`src/rtl/arm_mem_pkg.sv`:
```
// Shared types and constants for the IF/MEM memory bus arbiter.
package arm_mem_pkg;

   typedef enum logic [2:0] {
      IDLE,
      GNT_D,
      GNT_I,
      RESP_D,
      RESP_I
   } arb_state_e;

   localparam logic [31:0] BUS_ERR_DATA = 32'hDEADBEEF;

   // STARVE_LIMIT fits 1..15, TIMEOUT fits 0..255
   localparam int unsigned STARVE_W = 4;
   localparam int unsigned TMR_W    = 8;

endpackage

```
`src/rtl/mem_arb_timer.sv`:
```
// Bus-ack watchdog: counts grant cycles without ack, flags expiry; TIMEOUT=0 never expires.
module mem_arb_timer
   import arm_mem_pkg::*;
#(
   parameter int unsigned TIMEOUT = 255
) (
   input  logic clk,
   input  logic rst,
   input  logic clr,
   input  logic en,
   output logic expire_c
);

   logic [TMR_W-1:0] cnt_q, cnt_d;

   always_comb begin
      cnt_d = cnt_q;
      if (clr) begin
         cnt_d = '0;
      end else if (en && (cnt_q != '1)) begin
         cnt_d = cnt_q + TMR_W'(1);
      end
   end

   always_ff @(posedge clk or negedge rst) begin
      if (!rst) begin
         cnt_q <= '0;
      end else begin
         cnt_q <= cnt_d;
      end
   end

   // cnt_q holds the cycles already spent, so expiry fires in the TIMEOUT-th grant cycle
   assign expire_c = (TIMEOUT != 0) && en && (cnt_q == TMR_W'(TIMEOUT - 1));

endmodule

```
`src/rtl/mem_arbiter.sv`:
```
// Shares one memory bus between instruction fetch and data access; drives pipeline freezes.
module mem_arbiter
   import arm_mem_pkg::*;
#(
   parameter int unsigned ADDR_W       = 32,
   parameter int unsigned DATA_W       = 32,
   parameter int unsigned STARVE_LIMIT = 4,
   parameter int unsigned TIMEOUT      = 255
) (
   input  logic              clk,
   input  logic              rst,
   input  logic              if_req,
   input  logic [ADDR_W-1:0] if_addr,
   output logic [DATA_W-1:0] if_rdata,
   output logic              if_ready,
   input  logic              mem_rd_en,
   input  logic              mem_wr_en,
   input  logic [ADDR_W-1:0] mem_addr,
   input  logic [DATA_W-1:0] mem_wdata,
   output logic [DATA_W-1:0] mem_rdata,
   output logic              mem_ready,
   output logic              freeze_if,
   output logic              freeze_pipe,
   output logic              bus_req,
   output logic              bus_we,
   output logic [ADDR_W-1:0] bus_addr,
   output logic [DATA_W-1:0] bus_wdata,
   input  logic [DATA_W-1:0] bus_rdata,
   input  logic              bus_ack,
   output logic              bus_err
);

   arb_state_e          state_q, state_d;
   logic [STARVE_W-1:0] starve_cnt_q, starve_cnt_d;
   logic                bus_req_q, bus_req_d;
   logic                bus_we_q, bus_we_d;
   logic [ADDR_W-1:0]   bus_addr_q, bus_addr_d;
   logic [DATA_W-1:0]   bus_wdata_q, bus_wdata_d;
   logic [DATA_W-1:0]   if_rdata_q, if_rdata_d;
   logic [DATA_W-1:0]   mem_rdata_q, mem_rdata_d;
   logic                if_ready_q, if_ready_d;
   logic                mem_ready_q, mem_ready_d;
   logic                bus_err_q, bus_err_d;

   logic                data_req_c;
   logic                in_grant_c;
   logic                starved_c;
   logic                tmr_expire_c;
   logic [DATA_W-1:0]   resp_data_c;

   assign data_req_c  = mem_rd_en | mem_wr_en;
   assign in_grant_c  = (state_q == GNT_D) || (state_q == GNT_I);
   assign starved_c   = if_req && (starve_cnt_q == STARVE_W'(STARVE_LIMIT));
   assign resp_data_c = bus_ack ? bus_rdata : DATA_W'(BUS_ERR_DATA);

   mem_arb_timer #(
      .TIMEOUT (TIMEOUT)
   ) u_timer (
      .clk      (clk),
      .rst      (rst),
      .clr      (~in_grant_c | bus_ack),
      .en       (in_grant_c & ~bus_ack),
      .expire_c (tmr_expire_c)
   );

   // Next-state and registered-output logic
   always_comb begin
      state_d      = state_q;
      starve_cnt_d = starve_cnt_q;
      bus_req_d    = bus_req_q;
      bus_we_d     = bus_we_q;
      bus_addr_d   = bus_addr_q;
      bus_wdata_d  = bus_wdata_q;
      if_rdata_d   = if_rdata_q;
      mem_rdata_d  = mem_rdata_q;
      if_ready_d   = 1'b0;
      mem_ready_d  = 1'b0;
      bus_err_d    = bus_err_q;

      case (state_q)
         IDLE: begin
            if (data_req_c && !starved_c) begin
               state_d     = GNT_D;
               bus_req_d   = 1'b1;
               bus_we_d    = mem_wr_en;
               bus_addr_d  = mem_addr;
               bus_wdata_d = mem_wdata;
               // Cannot overflow: at the limit a pending fetch takes this slot instead
               if (if_req) begin
                  starve_cnt_d = starve_cnt_q + STARVE_W'(1);
               end
            end else if (if_req) begin
               state_d      = GNT_I;
               bus_req_d    = 1'b1;
               bus_we_d     = 1'b0;
               bus_addr_d   = if_addr;
               starve_cnt_d = '0;
            end
         end

         GNT_D, GNT_I: begin
            if (bus_ack || tmr_expire_c) begin
               bus_req_d = 1'b0;
               bus_we_d  = 1'b0;
               bus_err_d = bus_err_q | ~bus_ack;
               if (state_q == GNT_D) begin
                  state_d     = RESP_D;
                  mem_ready_d = 1'b1;
                  if (!bus_we_q) begin
                     mem_rdata_d = resp_data_c;
                  end
               end else begin
                  state_d    = RESP_I;
                  if_ready_d = 1'b1;
                  if_rdata_d = resp_data_c;
               end
            end
         end

         RESP_D, RESP_I: begin
            state_d = IDLE;
         end

         default: begin
            state_d = IDLE;
         end
      endcase
   end

   always_ff @(posedge clk or negedge rst) begin
      if (!rst) begin
         state_q      <= IDLE;
         starve_cnt_q <= '0;
         bus_req_q    <= 1'b0;
         bus_we_q     <= 1'b0;
         bus_addr_q   <= '0;
         bus_wdata_q  <= '0;
         if_rdata_q   <= '0;
         mem_rdata_q  <= '0;
         if_ready_q   <= 1'b0;
         mem_ready_q  <= 1'b0;
         bus_err_q    <= 1'b0;
      end else begin
         state_q      <= state_d;
         starve_cnt_q <= starve_cnt_d;
         bus_req_q    <= bus_req_d;
         bus_we_q     <= bus_we_d;
         bus_addr_q   <= bus_addr_d;
         bus_wdata_q  <= bus_wdata_d;
         if_rdata_q   <= if_rdata_d;
         mem_rdata_q  <= mem_rdata_d;
         if_ready_q   <= if_ready_d;
         mem_ready_q  <= mem_ready_d;
         bus_err_q    <= bus_err_d;
      end
   end

   assign bus_req   = bus_req_q;
   assign bus_we    = bus_we_q;
   assign bus_addr  = bus_addr_q;
   assign bus_wdata = bus_wdata_q;
   assign if_rdata  = if_rdata_q;
   assign mem_rdata = mem_rdata_q;
   assign if_ready  = if_ready_q;
   assign mem_ready = mem_ready_q;
   assign bus_err   = bus_err_q;

   // Freezes follow the request inputs directly and are held off during reset
   assign freeze_pipe = rst & data_req_c & ~mem_ready_q;
   assign freeze_if   = rst & (data_req_c & ~mem_ready_q | if_req & ~if_ready_q);

endmodule
```
`config.mk`:
```
export PLATFORM = sky130hd
export DESIGN_NAME = mem_arbiter
export DESIGN_NICKNAME = d
export VERILOG_FILES = /design/src/rtl/arm_mem_pkg.sv /design/src/rtl/mem_arb_timer.sv /design/src/rtl/mem_arbiter.sv
export SDC_FILE = /design/constraint.sdc
export NUM_CORES = 1
export LEC_CHECK = 0
export ABC_AREA = 1
export CAP_MARGIN = 20
export CORE_ASPECT_RATIO = 1.1
export CORE_MARGIN = 1
export CORE_UTILIZATION = 47
export DETAILED_ROUTE_END_ITERATION = 10
export PLACE_DENSITY = 0.87
export SLEW_MARGIN = 15
export SYNTH_ARGS = -nofsm -noshare
export SYNTH_HDL_FRONTEND = slang
export SYNTH_SLANG_ARGS = --single-unit
export TNS_END_PERCENT = 1
```
`constraint.sdc`:
```
create_clock -name clk -period 3.58 [get_ports clk]
set_input_delay 0.358 -clock clk [delete_from_list [all_inputs] [get_ports clk]]
set_output_delay 0.358 -clock clk [all_outputs]
set_load 0.03 [all_outputs]
```
==> results.md <==
- Final nets: between 1000 and 1500
- CTS tree: yes
- Hold WC Path Type: in -> async
- Via density: between 5 and 6
- Min Hold Slack: 0.439 ns
- Setup Crit Path Kind: in -> out
- Layout Cells excl Fill: between 1000 and 1500
- CTS H-tree depth: 4
- Post-CTS Resized: 0
- Worst-margin pin slew: ~0.73 ns
- Setup crit end kind: primary output
- Vias in the first global route: between 6000 and 7000
- I/O pins: between 200 and 300
- Setup tns final: 0 ns
- Placed cells: roughly 1200
- Max_slew headroom: 0.510
- HPWL after DPL: 14000 µm
- Synth top area share: 0.564
- Wire per inst: ~16 µm
- Synth top area cells: dfrtp_1 56%, nand2_1 15%, nand3_1 5.6%, a21oi_1 5.0%, nand4_1 2.7%
- Peak supply drop: about 570 µV
- Sw frac: 0.448
- Die H: 126 µm
- Antenna violations before repair: 1
- Net Sw Power: between 4 and 5 mW
- Worst-Skew Late Latency: roughly 0.42 ns
- Drt drc: 0
- Critical path buffers and inverters: 3
- First-pass GRT wire length: approximately 32000 µm
- Syn Area/Cell: about 8.6 µm²
- Yosys Warn Count: 0
- Syn Nets: between 900 and 1000
- Total Power: between 9 and 10 mW
- Layout Skew: roughly 0.0065 ns
- Combinational Power Share: 0.533
- Seq. cell area: between 3000 and 4000 µm²
- Final Max Tran Viols: 0
- CP Launch Type: primary input
- Req. time, crit path: between 3 and 4 ns
- Initial detailed-routing violation count: roughly 420
- FILL cells: ~1000
- Internal Dissipation: roughly 5.4 mW
- Antenna cells: 0
- Cell breakdown of the critical path: dlygate4sd3_1 > buf_6 > nand2_1 > o22ai_1 > clkdlybuf4s50_1
- Flop pwr share: 0.298
- Yosys reg bits: 148
- Starting Density: 0.489
- Vias: 6269
- Total GRT Usage: 0.285
- Routed wire length: 19900 µm
- Largest fanout on the critical path: 46
- Core ar.: approximately 13000 µm²
- Register area share after synthesis: 0.564
- Gpl congestion: approximately 0.8
- Final Hold Vio Count: 0
- CP max-delay cell: clkdlybuf4s50_1
- Worst path arrival time: roughly 2.3 ns
- Minimum clock period: ~2.6 ns
- Root buf cell: clkbuf_16
- Final setup violation count: 0
- Area leader, netlist: dfrtp_1
- Final period utilization: 0.732
- Total grt overflow: 0
- CP max stage delay: between 0.6 and 0.7 ns
- Fraction of layout cells with a size suffix above 1: 0.0843
- CTS Sinks: about 150
- Cell Area, Synth: 6560 µm²
- Largest net degree at the start of global routing: 60
- Die W: between 100 and 150 µm
- Placement Rows: between 40 and 50
- Peak Freq: ~0.38 GHz
- Delay-heaviest family, CP: buffers and inverters
- Syn-to-layout area delta: 50.4%
- Cts bufs inserted: 17
- Leak pwr: around 4.7 nW
- Reg clk slew, reported paths: roughly 0.06 ns
- Status: completed
- Port bufs: approximately 270
- CTS max path bufs: 2
- RSZ-0062 raised after global routing: no
- Multi-input logic area: 2490 µm²
- Final antenna-violating net count: 0
- Post-synthesis cell type count: 32
- Die area: ~14000 µm²
- Syn Inst Count: approximately 760
- Max-cap violations: 0
- Clock power frac: 0.169
- DRT Pass-1 Iters: 5
- PwrDens: 988 nW/µm²
-- metal layers --
metal | GRT usage | up-vias | share of wire
li1 | - | 2983 | -
met1 | 0.327 | 2950 | 0.38
met2 | 0.491 | 293 | 0.49
met3 | 0.0910 | 41 | 0.10
met4 | 0.117 | 2 | 0.026
met5 | 0 | - | 0.00055
-- cell usage in the layout, fill, tap and decap left out, types with 4 or more instances in the layout --
master / netlist / final
nand3_1: 74 / 74
buf_4: 4 / 12
nand2_1: 268 / 268
clkdlybuf4s50_1: 0 / 267
nor2_1: 43 / 43
a21oi_1: 65 / 65
inv_2: 9 / 9
or2_2: 22 / 22
or2_1: 4 / 4
o21ai_0: 7 / 7
clkinv_2: 0 / 8
clkbuf_16: 0 / 17
dfrtp_1: 148 / 148
nand4_1: 28 / 28
ha_1: 4 / 4
inv_1: 22 / 22
nand2_2: 6 / 6
-- what timing repair did --
action | in CTS | in global routing
hold endpoints to repair | 42 | 0
hold buffers | 1 | 0
setup buffers | 0 | 0
-- layout make-up --
type                            instances  share of cell area
Clock buffer                           21              0.0466
Timing Repair Buffer                  281               0.282
Clock inverter                         11             0.00862
Tap cell                              184              0.0233
Multi-Input combinational cell        540               0.252
Sequential cell                       148               0.375
Inverter                               31              0.0118
-- Yosys cell counts --
| cell type | number |
|---|---|
| o22ai_1 | 1 |
| nand2_1 | 268 |
| inv_1 | 22 |
| dfrtp_1 | 148 |
| nand3b_1 | 1 |
| or2_1 | 4 |
| nor3b_1 | 1 |
| nand3_1 | 74 |
| ha_1 | 4 |
| xnor2_1 | 2 |
| o21ai_1 | 2 |
| clkbuf_1 | 12 |
| o31ai_1 | 1 |
| a21oi_4 | 1 |
| nand2_2 | 6 |
| o21ai_4 | 1 |
| inv_2 | 9 |
| or2_2 | 22 |
| nand4_1 | 28 |
| buf_8 | 2 |
| buf_4 | 4 |
| nand3_4 | 1 |
| buf_2 | 23 |
| a21oi_1 | 65 |
| o21bai_1 | 1 |
| buf_6 | 2 |
| buf_1 | 2 |
| o21ai_0 | 7 |
| nor2_2 | 3 |
| nor2_1 | 43 |
| nand3_2 | 1 |
| xor2_1 | 3 |
-- state kept, by name (all words and copies together), names as in the netlist, 3 cells and up --
register,count
u_timer.cnt_q,8
bus_addr,32
state_q,3
starve_cnt_q,4
mem_rdata,32
bus_wdata,32
if_rdata,32
-- final timing paths --
kind,startpoint,end,slack [ns],cells past startpoint
worst max-delay path,rst,freeze_if,0.96,5
worst min-delay path,rst,mem_rdata[7],0.44,2
worst max register to register,state_q[1],bus_addr[30],1.47,8
worst min register to register,if_rdata[3],if_rdata[3],0.47,2
max in group asynchronous,rst,mem_rdata[23],2.05,3
min in group clk,if_rdata[3],if_rdata[3],0.47,2
-- per-stage QoR --
step / instance area (µm²) / utilization / worst slack [ns]
after floorplan: 6560 / - / 2.07
after detailed placement: 9320 / 0.694 / 1.03
after global routing: 9870 / 0.735 / 0.842
after CTS: 9870 / 0.735 / 0.945
after global placement: 9320 / 0.694 / 1.03
final: 9870 / 0.735 / 0.959
-- power groups by stage --
stage | sequential (mW) | clock [mW] | combinational (mW)
2_1_floorplan | 4.28 | 0 | 1.71
3_3_place_gp | 2.89 | 0 | 5.11
3_5_place_dp | 2.90 | 0 | 5.21
4_1_cts | 2.90 | 1.68 | 5.23
5_1_grt | 2.98 | 1.75 | 5.59
6_report | 2.91 | 1.65 | 5.19
-- kinds of logic (layout without fill, tap and decap cells) --
logic type               Yosys count  in the layout  share of synthesized area
buffers and inverters             76            344                     0.0559
adder cells (fa/ha/maj)            4              4                    0.00763
flip-flops                       148            148                      0.564
XOR/XNOR                           5              5                    0.00667
AO/OA/AOI/OAI                     79             79                     0.0646
AND/OR/NAND/NOR                  452            452                      0.301
Note: power is estimated with default switching activity, not from simulation.
